==> config.mk <==
export PLATFORM = sky130hd
export DESIGN_NAME = rv32_debug_loader
export DESIGN_NICKNAME = d
export VERILOG_FILES = /design/src/rtl/rv32_debug_loader.sv
export SDC_FILE = /design/constraint.sdc
export NUM_CORES = 1
export LEC_CHECK = 0
export CAP_MARGIN = 40
export CELL_PAD_IN_SITES_DETAIL_PLACEMENT = 2
export CELL_PAD_IN_SITES_GLOBAL_PLACEMENT = 2
export CORE_UTILIZATION = 29
export CTS_CLUSTER_DIAMETER = 60
export DETAILED_ROUTE_END_ITERATION = 7
export GPL_TIMING_DRIVEN = 1
export HOLD_SLACK_MARGIN = 0.15
export PLACE_DENSITY_LB_ADDON = 0.1
export SLEW_MARGIN = 20
export SYNTH_ARGS = -nofsm -noshare
export SYNTH_HDL_FRONTEND = slang
export SYNTH_SLANG_ARGS = --single-unit
==> constraint.sdc <==
create_clock -name CPU_CLK -period 6.9 [get_ports CPU_CLK]
set_input_delay 1.725 -clock CPU_CLK [delete_from_list [all_inputs] [get_ports CPU_CLK]]
set_output_delay 1.725 -clock CPU_CLK [all_outputs]
set_load 0.005 [all_outputs]
==> src/rtl/rv32_debug_loader.sv <==
// rv32_debug_loader: decodes a host byte stream into load/run commands and
// writes words into instruction or data RAM through the core's debug ports.
// Optional read-back verification of every written word: define LOADER_VERIFY_EN.
module rv32_debug_loader #(
  parameter int MAX_WORDS = 4096,
  parameter int ADDR_W    = 32
) (
  input  logic              CPU_CLK,
  input  logic              CPU_RST,
  input  logic              in_valid,
  input  logic [7:0]        in_data,
  output logic              in_ready,
  output logic [ADDR_W-1:0] inst_a2,
  output logic [31:0]       inst_wd2,
  output logic [3:0]        inst_we2,
  input  logic [31:0]       inst_rd2,
  output logic [ADDR_W-1:0] data_a2,
  output logic [31:0]       data_wd2,
  output logic [3:0]        data_we2,
  input  logic [31:0]       data_rd2,
  output logic              core_hold,
  output logic              busy,
  output logic              err,
  output logic [15:0]       words_written
);

  localparam logic [7:0]        CMD_CLEAR    = 8'h00;
  localparam logic [7:0]        CMD_LOAD_I   = 8'h01;
  localparam logic [7:0]        CMD_LOAD_D   = 8'h02;
  localparam logic [7:0]        CMD_RUN      = 8'h03;
  localparam logic [31:0]       LP_MAX_WORDS = 32'(MAX_WORDS);
  localparam logic [ADDR_W-1:0] LP_WORD_STEP = ADDR_W'(4);

  typedef enum logic [2:0] {
    S_CMD, S_ADDR, S_LEN, S_DATA, S_WRITE, S_VHOLD, S_VCMP
  } state_t;

  state_t            r_state;
  state_t            w_state_next;
  logic              r_started;
  logic [1:0]        r_byte_cnt;
  logic [31:0]       r_hdr_addr;
  logic [7:0]        r_count_lo;
  logic [15:0]       r_words_left;
  logic [ADDR_W-1:0] r_wr_addr;
  logic [31:0]       r_word;
  logic              r_sel_data;
  logic              r_busy;
  logic              r_err;
  logic              r_core_hold;
  logic [15:0]       r_words_written;

  logic              w_xfer;
  logic [15:0]       w_count;
  logic              w_hdr_bad;
  logic              w_last;
  logic              w_mismatch;
  logic              w_word_done;
  logic [ADDR_W-1:0] w_base;

`ifdef LOADER_VERIFY_EN
  localparam bit LP_VERIFY = 1'b1;
  assign w_mismatch = ((r_sel_data ? data_rd2 : inst_rd2) != r_word);
`else
  localparam bit LP_VERIFY = 1'b0;
  logic w_unused_rd;
  assign w_unused_rd = ^{inst_rd2, data_rd2};
  assign w_mismatch  = 1'b0;
`endif

  // Bytes are only taken in the header/data collecting states, and never in the reset cycle.
  assign in_ready = r_started &&
                    (r_state == S_CMD || r_state == S_ADDR || r_state == S_LEN || r_state == S_DATA);
  assign w_xfer   = in_valid && in_ready;

  // Count arrives low byte first; the high byte is the one on the bus at the end of LEN.
  assign w_count   = {in_data, r_count_lo};
  assign w_hdr_bad = (r_hdr_addr[1:0] != 2'b00) || ({16'd0, w_count} > LP_MAX_WORDS);
  assign w_last    = (r_words_left == 16'd1);
  assign w_base    = r_hdr_addr[ADDR_W-1:0];
  // A word is finished after its write, or after a successful readback when verifying.
  assign w_word_done = ((r_state == S_WRITE) && !LP_VERIFY) ||
                       ((r_state == S_VCMP) && !w_mismatch);

  // Both debug ports share the address/data registers; only the write enable selects the RAM.
  assign inst_a2       = r_wr_addr;
  assign data_a2       = r_wr_addr;
  assign inst_wd2      = r_word;
  assign data_wd2      = r_word;
  assign core_hold     = r_core_hold;
  assign busy          = r_busy;
  assign err           = r_err;
  assign words_written = r_words_written;

  // State register.
  always_ff @(posedge CPU_CLK or posedge CPU_RST) begin
    if (CPU_RST) r_state <= S_CMD;
    else         r_state <= w_state_next;
  end

  // Next-state decode and the single-cycle write enable pulse.
  always_comb begin
    w_state_next = r_state;
    inst_we2     = 4'h0;
    data_we2     = 4'h0;
    case (r_state)
      S_CMD:   if (w_xfer && (in_data == CMD_LOAD_I || in_data == CMD_LOAD_D)) w_state_next = S_ADDR;
      S_ADDR:  if (w_xfer && r_byte_cnt == 2'd3) w_state_next = S_LEN;
      S_LEN:   if (w_xfer && r_byte_cnt == 2'd1)
                 w_state_next = (w_hdr_bad || w_count == 16'd0) ? S_CMD : S_DATA;
      S_DATA:  if (w_xfer && r_byte_cnt == 2'd3) w_state_next = S_WRITE;
      S_WRITE: begin
        if (r_sel_data) data_we2 = 4'hF;
        else            inst_we2 = 4'hF;
        if (LP_VERIFY) w_state_next = S_VHOLD;
        else           w_state_next = w_last ? S_CMD : S_DATA;
      end
      S_VHOLD: w_state_next = S_VCMP;
      S_VCMP:  w_state_next = (w_mismatch || w_last) ? S_CMD : S_DATA;
      default: w_state_next = S_CMD;
    endcase
  end

  // Header capture, word assembly, address stepping and status flags.
  always_ff @(posedge CPU_CLK or posedge CPU_RST) begin
    if (CPU_RST) begin
      r_started       <= 1'b0;
      r_byte_cnt      <= 2'd0;
      r_hdr_addr      <= 32'd0;
      r_count_lo      <= 8'd0;
      r_words_left    <= 16'd0;
      r_wr_addr       <= '0;
      r_word          <= 32'd0;
      r_sel_data      <= 1'b0;
      r_busy          <= 1'b0;
      r_err           <= 1'b0;
      r_core_hold     <= 1'b1;
      r_words_written <= 16'd0;
    end else begin
      r_started <= 1'b1;
      case (r_state)
        S_CMD: if (w_xfer) begin
          r_byte_cnt <= 2'd0;
          case (in_data)
            CMD_CLEAR: r_err <= 1'b0;
            CMD_LOAD_I, CMD_LOAD_D: begin
              r_sel_data      <= (in_data == CMD_LOAD_D);
              r_busy          <= 1'b1;
              r_core_hold     <= 1'b1;
              r_words_written <= 16'd0;
            end
            CMD_RUN:   r_core_hold <= 1'b0;
            default:   r_err <= 1'b1;
          endcase
        end
        S_ADDR: if (w_xfer) begin
          r_hdr_addr <= {in_data, r_hdr_addr[31:8]};
          r_byte_cnt <= r_byte_cnt + 2'd1;
        end
        S_LEN: if (w_xfer) begin
          if (r_byte_cnt == 2'd0) begin
            r_count_lo <= in_data;
            r_byte_cnt <= 2'd1;
          end else begin
            r_byte_cnt   <= 2'd0;
            r_words_left <= w_count;
            r_wr_addr    <= w_base;
            if (w_hdr_bad) begin
              r_err  <= 1'b1;
              r_busy <= 1'b0;
            end else if (w_count == 16'd0) begin
              r_busy <= 1'b0;
            end
          end
        end
        S_DATA: if (w_xfer) begin
          r_word     <= {in_data, r_word[31:8]};
          r_byte_cnt <= r_byte_cnt + 2'd1;
        end
        S_WRITE: if (r_words_written != 16'hFFFF) r_words_written <= r_words_written + 16'd1;
        S_VCMP: if (w_mismatch) begin
          r_err  <= 1'b1;
          r_busy <= 1'b0;
        end
        default: ;
      endcase
      if (w_word_done) begin
        r_words_left <= r_words_left - 16'd1;
        r_wr_addr    <= r_wr_addr + LP_WORD_STEP;
        if (w_last) r_busy <= 1'b0;
      end
    end
  end

endmodule

==> flow_metrics.env <==
export IMPL_outcome="finished clean"
export IMPL_die_width_um=163
export IMPL_timing_critical_path_to_type="output pin"
export IMPL_pre_cts_slack_ns=2.60
export IMPL_ff2ff_path_depth=8
export IMPL_clkSinkCount=146
export IMPL_post_route_min_period_ns=4.13
export IMPL_root_buffer="sky130_fd_sc_hd__clkbuf_16"
export IMPL_ys_async_sr_fraction_pct=100
export IMPL_ff_to_ff_setup_slack_ns=4.35
export IMPL_route_detailed_wl_per_inst_um=20.2
export IMPL_global_route_overflow_total=0
export IMPL_first_global_vias=6770
export IMPL_portBuffers=166
export IMPL_fmax_mhz=242
export IMPL_leading_cell_type_in_the_layout_fill_and_taps_excluded="sky130_fd_sc_hd__clkdlybuf4s50_1"
export IMPL_slew_violations=0
export IMPL_netlist_cell_type_count=59
export IMPL_grt_pass1_wl_um=37800
export IMPL_via_count=6137
export IMPL_timing_rr_start="r_state[0]"
export IMPL_setup_worst_path_class="reg2out"
export IMPL_grt_max_degree=65
export IMPL_antenna_found_initial=0
export IMPL_peak_supply_drop_mv=0.128
export IMPL_post_cts_buffers=0
export IMPL_postCtsResizedCells=0
export IMPL_cp_startpoint="r_state[0]"
export IMPL_clock_tree_from_tritoncts="done"
export IMPL_timing_critical_path_fanout_max=18
export IMPL_place_hpwl_um=16300
export IMPL_timing_rr_end="data_a2[31]"
export IMPL_endpoint="data_we2[1]"
export IMPL_drtIter0Drc=244
export IMPL_routed_wl_um=23500
export IMPL_clkTransAtPathRegs_ns=0.07
export IMPL_arrival_ns=2.41
export IMPL_syn_to_final_growth_pct=28.4
export IMPL_post_synth_inst_count=725
export IMPL_io_pin_count=231
export IMPL_antenna_diode_instance_count=0
export IMPL_rsz0062_at_grt="no"
export IMPL_rows=58
export IMPL_clock_tree_htree_level_count=4
export IMPL_most_common_layout_cells="sky130_fd_sc_hd__clkdlybuf4s50_1, sky130_fd_sc_hd__dfrtp_1, sky130_fd_sc_hd__nand2_1"
export IMPL_synth_seq_cells=146
export IMPL_leakage_nw=3.86
export IMPL_drtAntennaViolNets=0
export IMPL_number_of_flops_mapped_to_enable_cells_by_yosys=0
export IMPL_floorplan_initialDensity_pct=29.7
export IMPL_synth_yosys_seq_area_share_pct=48.7
export IMPL_syn_cell_area_um2=7510
export IMPL_cellPowerDensity_nw_per_um2=386
export IMPL_timing_final_crit_share_pct=59.9
export IMPL_cts_hold_buf=0
export IMPL_worst_slew_pin_slew_ns=0.733
export IMPL_worst_skew_pair_late_latency_ns=0.43
export IMPL_grtUsageTotal_pct=18.4
export IMPL_drive_above_1_share_pct=15.6
export IMPL_post_drt_via_cell_ratio=5.27
export IMPL_synth_top_flop_cell="sky130_fd_sc_hd__dfrtp_1"
export IMPL_clk_path_buf_depth=2
export IMPL_nets=903
export IMPL_timing_hold_violations_final=0
export IMPL_cts_buffers_inserted=17
export IMPL_synth_net_count=807
export IMPL_die_area_um2=26500
export IMPL_final_setup_violating_endpoints=0
export IMPL_timing_critical_path_from_type="flop"
export IMPL_worst_ep_required_time_ns=5.18
export IMPL_die_height_um=163
export IMPL_fin_skew_ns=0.0196
export IMPL_setup_slack_ns=2.77
export IMPL_cap_violations=0
export IMPL_drc_errors=0
export IMPL_hp_class="reg2reg"
export IMPL_fin_setup_tns_ns=0
export IMPL_detailed_router_iteration_count_before_antenna_repair=4
export IMPL_slew_headroom_pct=50.7
export IMPL_globalplace_congestion=0.762
export IMPL_synthesis_yosys_warnings=0
export IMPL_syn_mean_instance_area_um2=10.4
export IMPL_core_um2=25300
cells in the mapped netlist (4+ instances only):
cell / n / area share [%]
sky130_fd_sc_hd__a21oi_1: 25 / 1.7
sky130_fd_sc_hd__a221o_1: 9 / 1.2
sky130_fd_sc_hd__a31oi_1: 8 / 0.67
sky130_fd_sc_hd__and2_1: 4 / 0.33
sky130_fd_sc_hd__and3_1: 12 / 1.0
sky130_fd_sc_hd__and4_1: 5 / 0.58
sky130_fd_sc_hd__buf_2: 5 / 0.33
sky130_fd_sc_hd__buf_4: 70 / 7.0
sky130_fd_sc_hd__clkbuf_1: 27 / 1.4
sky130_fd_sc_hd__dfrtp_1: 145 / 48
sky130_fd_sc_hd__ha_1: 7 / 1.2
sky130_fd_sc_hd__inv_1: 13 / 0.65
sky130_fd_sc_hd__mux2_2: 71 / 11
sky130_fd_sc_hd__mux2i_1: 7 / 0.93
sky130_fd_sc_hd__nand2_1: 78 / 3.9
sky130_fd_sc_hd__nand2b_1: 4 / 0.33
sky130_fd_sc_hd__nand3_1: 35 / 2.3
sky130_fd_sc_hd__nand4_1: 16 / 1.3
sky130_fd_sc_hd__nor2_1: 26 / 1.3
sky130_fd_sc_hd__nor3_1: 13 / 0.87
sky130_fd_sc_hd__nor4_1: 12 / 1.0
sky130_fd_sc_hd__o211ai_1: 19 / 1.9
sky130_fd_sc_hd__o21ai_0: 34 / 2.3
sky130_fd_sc_hd__o311ai_0: 14 / 1.6
sky130_fd_sc_hd__or3_1: 5 / 0.42
sky130_fd_sc_hd__or4_1: 7 / 0.70
sky130_fd_sc_hd__xor2_1: 5 / 0.58
flip-flops by register name (all words and copies together), names as in the netlist:
name	flops
data_wd2	32
r_state	3
r_byte_cnt	2
busy	1
r_started	1
r_count_lo	8
data_a2	32
r_hdr_addr	32
words_written	16
r_words_left	16
core_hold	1
r_sel_data	1
err	1
layout make-up:
type,instances,area (µm²)
Clock buffer,19,433
Clock inverter,13,129
Fill cell,2722,15600
Inverter,13,53.8
Multi-Input combinational cell,463,3160
Sequential cell,146,3650
Tap cell,330,413
Timing Repair Buffer,180,1800
where the power goes:
group | internal, W | switching (W) | leakage [nW]
combinational | 0.000813 | 0.000441 | 1.82
sequential | 0.00117 | 0.000397 | 1.78
clock | 0.000504 | 0.000400 | 0.263
worst min-delay path by stage:
| stage | start | end | slack (ns) | cells after the start |
|---|---|---|---|---|
| after floorplan | r_hdr_addr[3] | data_a2[3] | 0.46 | 2 |
| after global placement | r_hdr_addr[5] | data_a2[5] | 0.49 | 2 |
| after detailed placement | r_hdr_addr[3] | data_a2[3] | 0.50 | 2 |
| after CTS | r_hdr_addr[7] | r_hdr_addr[7] | 0.52 | 1 |
| after global routing | r_hdr_addr[6] | r_hdr_addr[6] | 0.54 | 1 |
| final | r_hdr_addr[3] | data_a2[3] | 0.51 | 2 |
worst max-delay path: stages, from the launching register on:
cell and delay [ns]:
sky130_fd_sc_hd__dfrtp_1 0.57, sky130_fd_sc_hd__nand2b_1 0.31, sky130_fd_sc_hd__nor2_1 0.13, sky130_fd_sc_hd__buf_4 0.25, sky130_fd_sc_hd__and2_1 0.22, sky130_fd_sc_hd__clkdlybuf4s50_1 0.52
metrics by stage:
stage / hold slack [ns] / power, W / cell area [µm²] / std cells / utilization [%]
after floorplan: 0.458 / 0.00218 / 7510 / 725 / -
after global placement: 0.491 / 0.00277 / 9010 / 1128 / 35.7
after detailed placement: 0.499 / 0.00285 / 9070 / 1131 / 35.9
after CTS: 0.515 / 0.00378 / 9630 / 1163 / 38.1
after global routing: 0.536 / 0.00396 / 9640 / 1164 / 38.2
final: 0.507 / 0.00372 / 9640 / 1164 / 38.2
kinds of logic after synthesis:
| kind of cell | share of synthesized area, % |
|---|---|
| AND/OR/NAND/NOR | 16.1 |
| XOR/XNOR | 0.700 |
| other | 0.0500 |
| AO/OA/AOI/OAI | 12.3 |
| adder cells (fa/ha/maj) | 1.17 |
| flip-flops | 48.7 |
| multiplexers | 11.6 |
| buffers and inverters | 9.38 |
routing by layer:
metal	track usage, %	vias to the layer above	routed length (µm)
li1	-	2783	-
met1	22.8	3198	10500
met2	31.9	132	11900
met3	3.31	24	688
met4	6.16	0	392
met5	0	-	0
No activity file was read; power rests on OpenSTA's default activity.
